$ cat config.mk
export PLATFORM = sky130hd
export DESIGN_NAME = regbank_write_arbiter
export DESIGN_NICKNAME = d
export VERILOG_FILES = /design/src/rtl/regbank_write_arbiter.sv
export SDC_FILE = /design/constraint.sdc
export NUM_CORES = 1
export LEC_CHECK = 0
export CAP_MARGIN = 10
export CORE_MARGIN = 1.5
export CORE_UTILIZATION = 44
export CTS_BUF_LIST = sky130_fd_sc_hd__clkbuf_16
export DETAILED_ROUTE_END_ITERATION = 10
export GPL_TIMING_DRIVEN = 0
export MAX_ROUTING_LAYER = met4
export PLACE_DENSITY = 0.88
export SETUP_SLACK_MARGIN = 0.15
export SYNTH_ARGS = -nofsm -noshare
export SYNTH_HDL_FRONTEND = slang
export SYNTH_SLANG_ARGS = --single-unit
$ cat constraint.sdc
create_clock -name clk -period 12.4 [get_ports clk]
set_clock_uncertainty 0.05 [all_clocks]
set_input_delay 3.72 -clock clk [delete_from_list [all_inputs] [get_ports clk]]
set_output_delay 3.72 -clock clk [all_outputs]
set_load 0.01 [all_outputs]
$ cat src/rtl/regbank_write_arbiter.sv
// rtl/regbank_write_arbiter.sv - round-robin write-port arbiter with locked bursts for a register bank
// Optional address-error reporting is built when REGBANK_ARB_ERR_EN is defined.
module regbank_write_arbiter #(
    parameter int NUM_REQ  = 4,
    parameter int NUM_REGS = 12,
    parameter int ADDR_W   = 4,
    parameter int DATA_W   = 32
) (
    input  logic                        clk,
    input  logic                        rst_n,
    input  logic [NUM_REQ-1:0]          req_valid,
    input  logic [NUM_REQ-1:0]          req_lock,
    input  logic [NUM_REQ*ADDR_W-1:0]   req_addr,
    input  logic [NUM_REQ*DATA_W-1:0]   req_data,
    output logic [NUM_REQ-1:0]          req_ready,
    output logic [NUM_REGS-1:0]         reg_we,
    output logic [DATA_W-1:0]           reg_wdata,
    output logic                        busy_locked
`ifdef REGBANK_ARB_ERR_EN
    ,
    output logic                        addr_err,
    output logic [((NUM_REQ > 1) ? $clog2(NUM_REQ) : 1)-1:0] addr_err_id
`endif
);

    localparam int ID_W = (NUM_REQ > 1) ? $clog2(NUM_REQ) : 1;

    typedef enum logic {ST_ARB, ST_LOCKED} state_t;

    state_t              state;
    logic [ID_W-1:0]     ptr;
    logic [ID_W-1:0]     owner;

    logic [NUM_REQ-1:0]  grant;
    logic [ID_W-1:0]     gnt_idx;
    logic                xfer;
    logic [ADDR_W-1:0]   sel_addr;
    logic [DATA_W-1:0]   sel_data;
    logic                sel_lock;
    logic                addr_ok;
    logic [ID_W-1:0]     ptr_inc;
    logic [NUM_REGS-1:0] we_next;

    // Grant is held at zero during reset so no requester sees a false handshake.
    always_comb begin
        logic [ID_W:0]   sum;
        logic [ID_W-1:0] cand;
        logic            found;
        grant   = '0;
        gnt_idx = '0;
        sum     = '0;
        cand    = '0;
        found   = 1'b0;
        if (rst_n) begin
            if (state == ST_LOCKED) begin
                grant[owner] = req_valid[owner];
                gnt_idx      = owner;
            end else begin
                for (int k = 0; k < NUM_REQ; k++) begin
                    sum = {1'b0, ptr} + (ID_W+1)'(k);
                    if (sum >= (ID_W+1)'(NUM_REQ))
                        sum = sum - (ID_W+1)'(NUM_REQ);
                    cand = sum[ID_W-1:0];
                    if (!found && req_valid[cand]) begin
                        found       = 1'b1;
                        grant[cand] = 1'b1;
                        gnt_idx     = cand;
                    end
                end
            end
        end
    end

    assign req_ready = grant;
    assign xfer      = |(req_valid & grant);
    assign sel_addr  = req_addr[int'(gnt_idx)*ADDR_W +: ADDR_W];
    assign sel_data  = req_data[int'(gnt_idx)*DATA_W +: DATA_W];
    assign sel_lock  = req_lock[gnt_idx];
    assign addr_ok   = int'(sel_addr) < NUM_REGS;
    assign ptr_inc   = (gnt_idx == ID_W'(NUM_REQ-1)) ? '0 : gnt_idx + 1'b1;

    always_comb begin
        we_next = '0;
        if (xfer && addr_ok)
            we_next[sel_addr] = 1'b1;
    end

    // In LOCKED the grant index is the owner, so one update path covers both states.
    always_ff @(posedge clk or negedge rst_n) begin
        if (!rst_n) begin
            state       <= ST_ARB;
            ptr         <= '0;
            owner       <= '0;
            reg_we      <= '0;
            reg_wdata   <= '0;
            busy_locked <= 1'b0;
        end else begin
            reg_we <= we_next;
            if (xfer) begin
                reg_wdata <= sel_data;
                if (sel_lock) begin
                    state       <= ST_LOCKED;
                    owner       <= gnt_idx;
                    busy_locked <= 1'b1;
                end else begin
                    state       <= ST_ARB;
                    ptr         <= ptr_inc;
                    busy_locked <= 1'b0;
                end
            end
        end
    end

`ifdef REGBANK_ARB_ERR_EN
    always_ff @(posedge clk or negedge rst_n) begin
        if (!rst_n) begin
            addr_err    <= 1'b0;
            addr_err_id <= '0;
        end else begin
            addr_err <= xfer && !addr_ok;
            if (xfer && !addr_ok)
                addr_err_id <= gnt_idx;
        end
    end
`else
    // Out-of-range beats are dropped without any report.
`endif

endmodule
==> run metrics <==
Tcrit/Tclk final=between 80% and 90%; nets@finish=816; Starting Density=46.3%; CORE AREA=8340 µm²; Final GP Congestion=0.984; area share of the largest cell type after synthesis=between 30% and 40%; DR pass1 iterations=5; largest net degree at the start of global routing=35; relative slew slack=49.6%; synth cell count leaders=nand2_1 (79), dfrtp_1 (49), and3_1 (38), a211oi_1 (37), mux2_2 (36); clock transition at the registers of the reported paths=about 0.070 ns; global-route usage over all layers=32.2%; Seq cells post-synth=49; Area contributors post-synth=dfrtp_1 (32%), mux2_2 (10%), nand2_1 (7.7%); Num CTS Buffers=5; Residual DRC=0; number of distinct library cells after synthesis=59; sequential share of the synthesized area=a little under a third; Die Wd=between 90 and 100 µm; CTS Hold Bufs=0; # IOs=203; hold path cells=1; Yosys top cell by area=dfrtp_1; Post-synth ARST share=100%; cell area after synthesis=3860 µm²; Hold Path Class=flop to flop; Area Growth Syn to Fin=59.8%; Post-synth EDFFs=0; setup TNS=0 ns; Fin. Hold Viols=0; Max FO, Critical Path=10; CTS H-tree depth=2; run status=finished, final reports clean; Reg2Reg Depth=13; Cell Pwr Density=about 220 nW/µm²; Post-Synthesis Cells=444; DP HPWL=11700 µm; vias=about 4.5k; antenna violations before repair=0; CTS max path bufs=2; Setup crit end kind=output port; Die Ht=between 90 and 100 µm; synthesis warning total=0; layout cells sized above 1=between 10 and 15%; prevailing post-synth register cell=dfrtp_1; slew of the pin with the lowest slew margin=0.753 ns; # Post-CTS Setup Buffers=0; Avg Inst Size Synth=about 8.7 µm²; PostCTS Resize Cnt=0; most common cell in the netlist=nand2_1; die area=9350 µm²; Root Driver=clkbuf_16; MaxCap Viol Count=0; Diodes inserted=0; I/O Buffers=just over 200; CTS tree=yes; critical path required time=roughly 8.6 ns; final WL=15100 µm; fin util=roughly three quarters; DRT iter0 DRCs=between 200 and 250; CP arrival=6.58 ns; routed wire length per instance=19.9 µm; Syn Nets=606; Clk Latency, worst-skew pair=0.29 ns; leak pwr=approximately 2.6 nW; first-pass GRT wire length=23700 µm; remaining antenna violation count=0; FP Rows=33; Final setup viols=0; vias in the first global route=4638; critical path startpoint category=input pin; CP Class=input pin to output port; TritonCTS Sinks=49; RSZ-0062 raised after global routing=false; fmax=0.0966 GHz; Via density=around 6; Max VDD drop=between 0.1 and 0.15 mV; gr ovfl total=0; final slew viol count=0; fin crit period=10.35 ns
[worst max-delay path, stage by stage]
cell and delay (ns):
clkdlybuf4s50_1 0.42, buf_2 0.20, mux4_2 0.59, or4b_1 0.56, a221o_1 0.34, a21oi_1 0.19
clkdlybuf4s50_1 0.56
[flip-flops by register name, indices dropped and copies added, names as in the netlist]
register,cells
reg_wdata,32
reg_we,12
owner,2
ptr,2
state,1
[routing by layer]
metal	track usage, %	up-vias	part of all wire [%]	wire [µm]
met1	36.4	2169	38	5760
met4	10.1	0	3.6	548
li1	-	2092	-	-
met2	55.5	233	50	7540
met5	-	-	0	0
met3	8.82	48	8.4	1270
[final timing paths]
path / from / to / slack [ns]
max: req_valid[0] / req_ready[0] / 2.05
min: reg_wdata[12]$_DFFE_PN0P_ / reg_wdata[12]$_DFFE_PN0P_ / 0.46
max reg2reg: ptr[0]$_DFFE_PN0P_ / reg_we[7]$_DFF_PN0_ / 8.36
min reg2reg: reg_wdata[12]$_DFFE_PN0P_ / reg_wdata[12]$_DFFE_PN0P_ / 0.46
max in group asynchronous: rst_n / reg_we[3]$_DFF_PN0_ / 8.43
min in group asynchronous: rst_n / reg_wdata[19]$_DFFE_PN0P_ / 3.32
[layout by cell type, fill, tap and decap left out, types with 3 or more instances in the layout]
cell and instances:
clkdlybuf4s50_1 201, nand2_1 79, dfrtp_1 49, and3_1 38, a211oi_1 37, mux2_2 36, a31oi_1 32, clkbuf_1 21
nor3_1 13, buf_2 11, o21ai_0 10, nand3_1 10, a21oi_1 9, nor2_1 9, ha_1 8, mux2i_1 7
inv_1 5, buf_6 5, nand2b_1 5, clkbuf_16 5, mux4_2 4, nand3b_1 4, a21boi_0 4, buf_4 3
nor2b_1 3, a211o_1 3
[logic make-up after synthesis]
family / count (synthesis) / share of synthesized area, %
xor+xnor: 1 / 0.227
buf+inv: 45 / 5.96
mux: 47 / 14.6
compound gates: 120 / 22.2
fa+ha+maj: 8 / 2.59
flops: 49 / 31.8
simple gates: 174 / 22.7
[area by class of cell]
type                       count  area (µm²)
multi-input combinational    350        2400
fill                         633        2170
timing repair buffer         203        2040
sequential                    49        1230
buffer                        41         215
tap                          105         131
clock buffer                   5         125
inverter                       4        15.0
clock inverter                 3        13.8
[where the power goes]
group / total, W / internal, W / leakage, nW / switching [W]
sequential: 0.000274 / 0.000231 / 0.603 / 0.0000432
clock: 0.000137 / 0.0000736 / 0.0748 / 0.0000635
combinational: 0.000936 / 0.000454 / 1.88 / 0.000482
total: 0.00135 / 0.000758 / 2.56 / 0.000589
[through the flow]
stage	instances	total power (W)	setup slack (ns)	area, µm²	hold WS (ns)
finish	760	0.00135	2.05	6170	0.458
global route	760	0.00143	1.98	6170	0.478
CTS	760	0.00134	2.05	6170	0.462
detailed placement	752	0.00120	2.06	6030	0.447
global placement	751	0.00117	1.49	6010	0.440
floorplan	444	0.000847	3.17	3860	0.501
(Power assumes the default switching activity.)
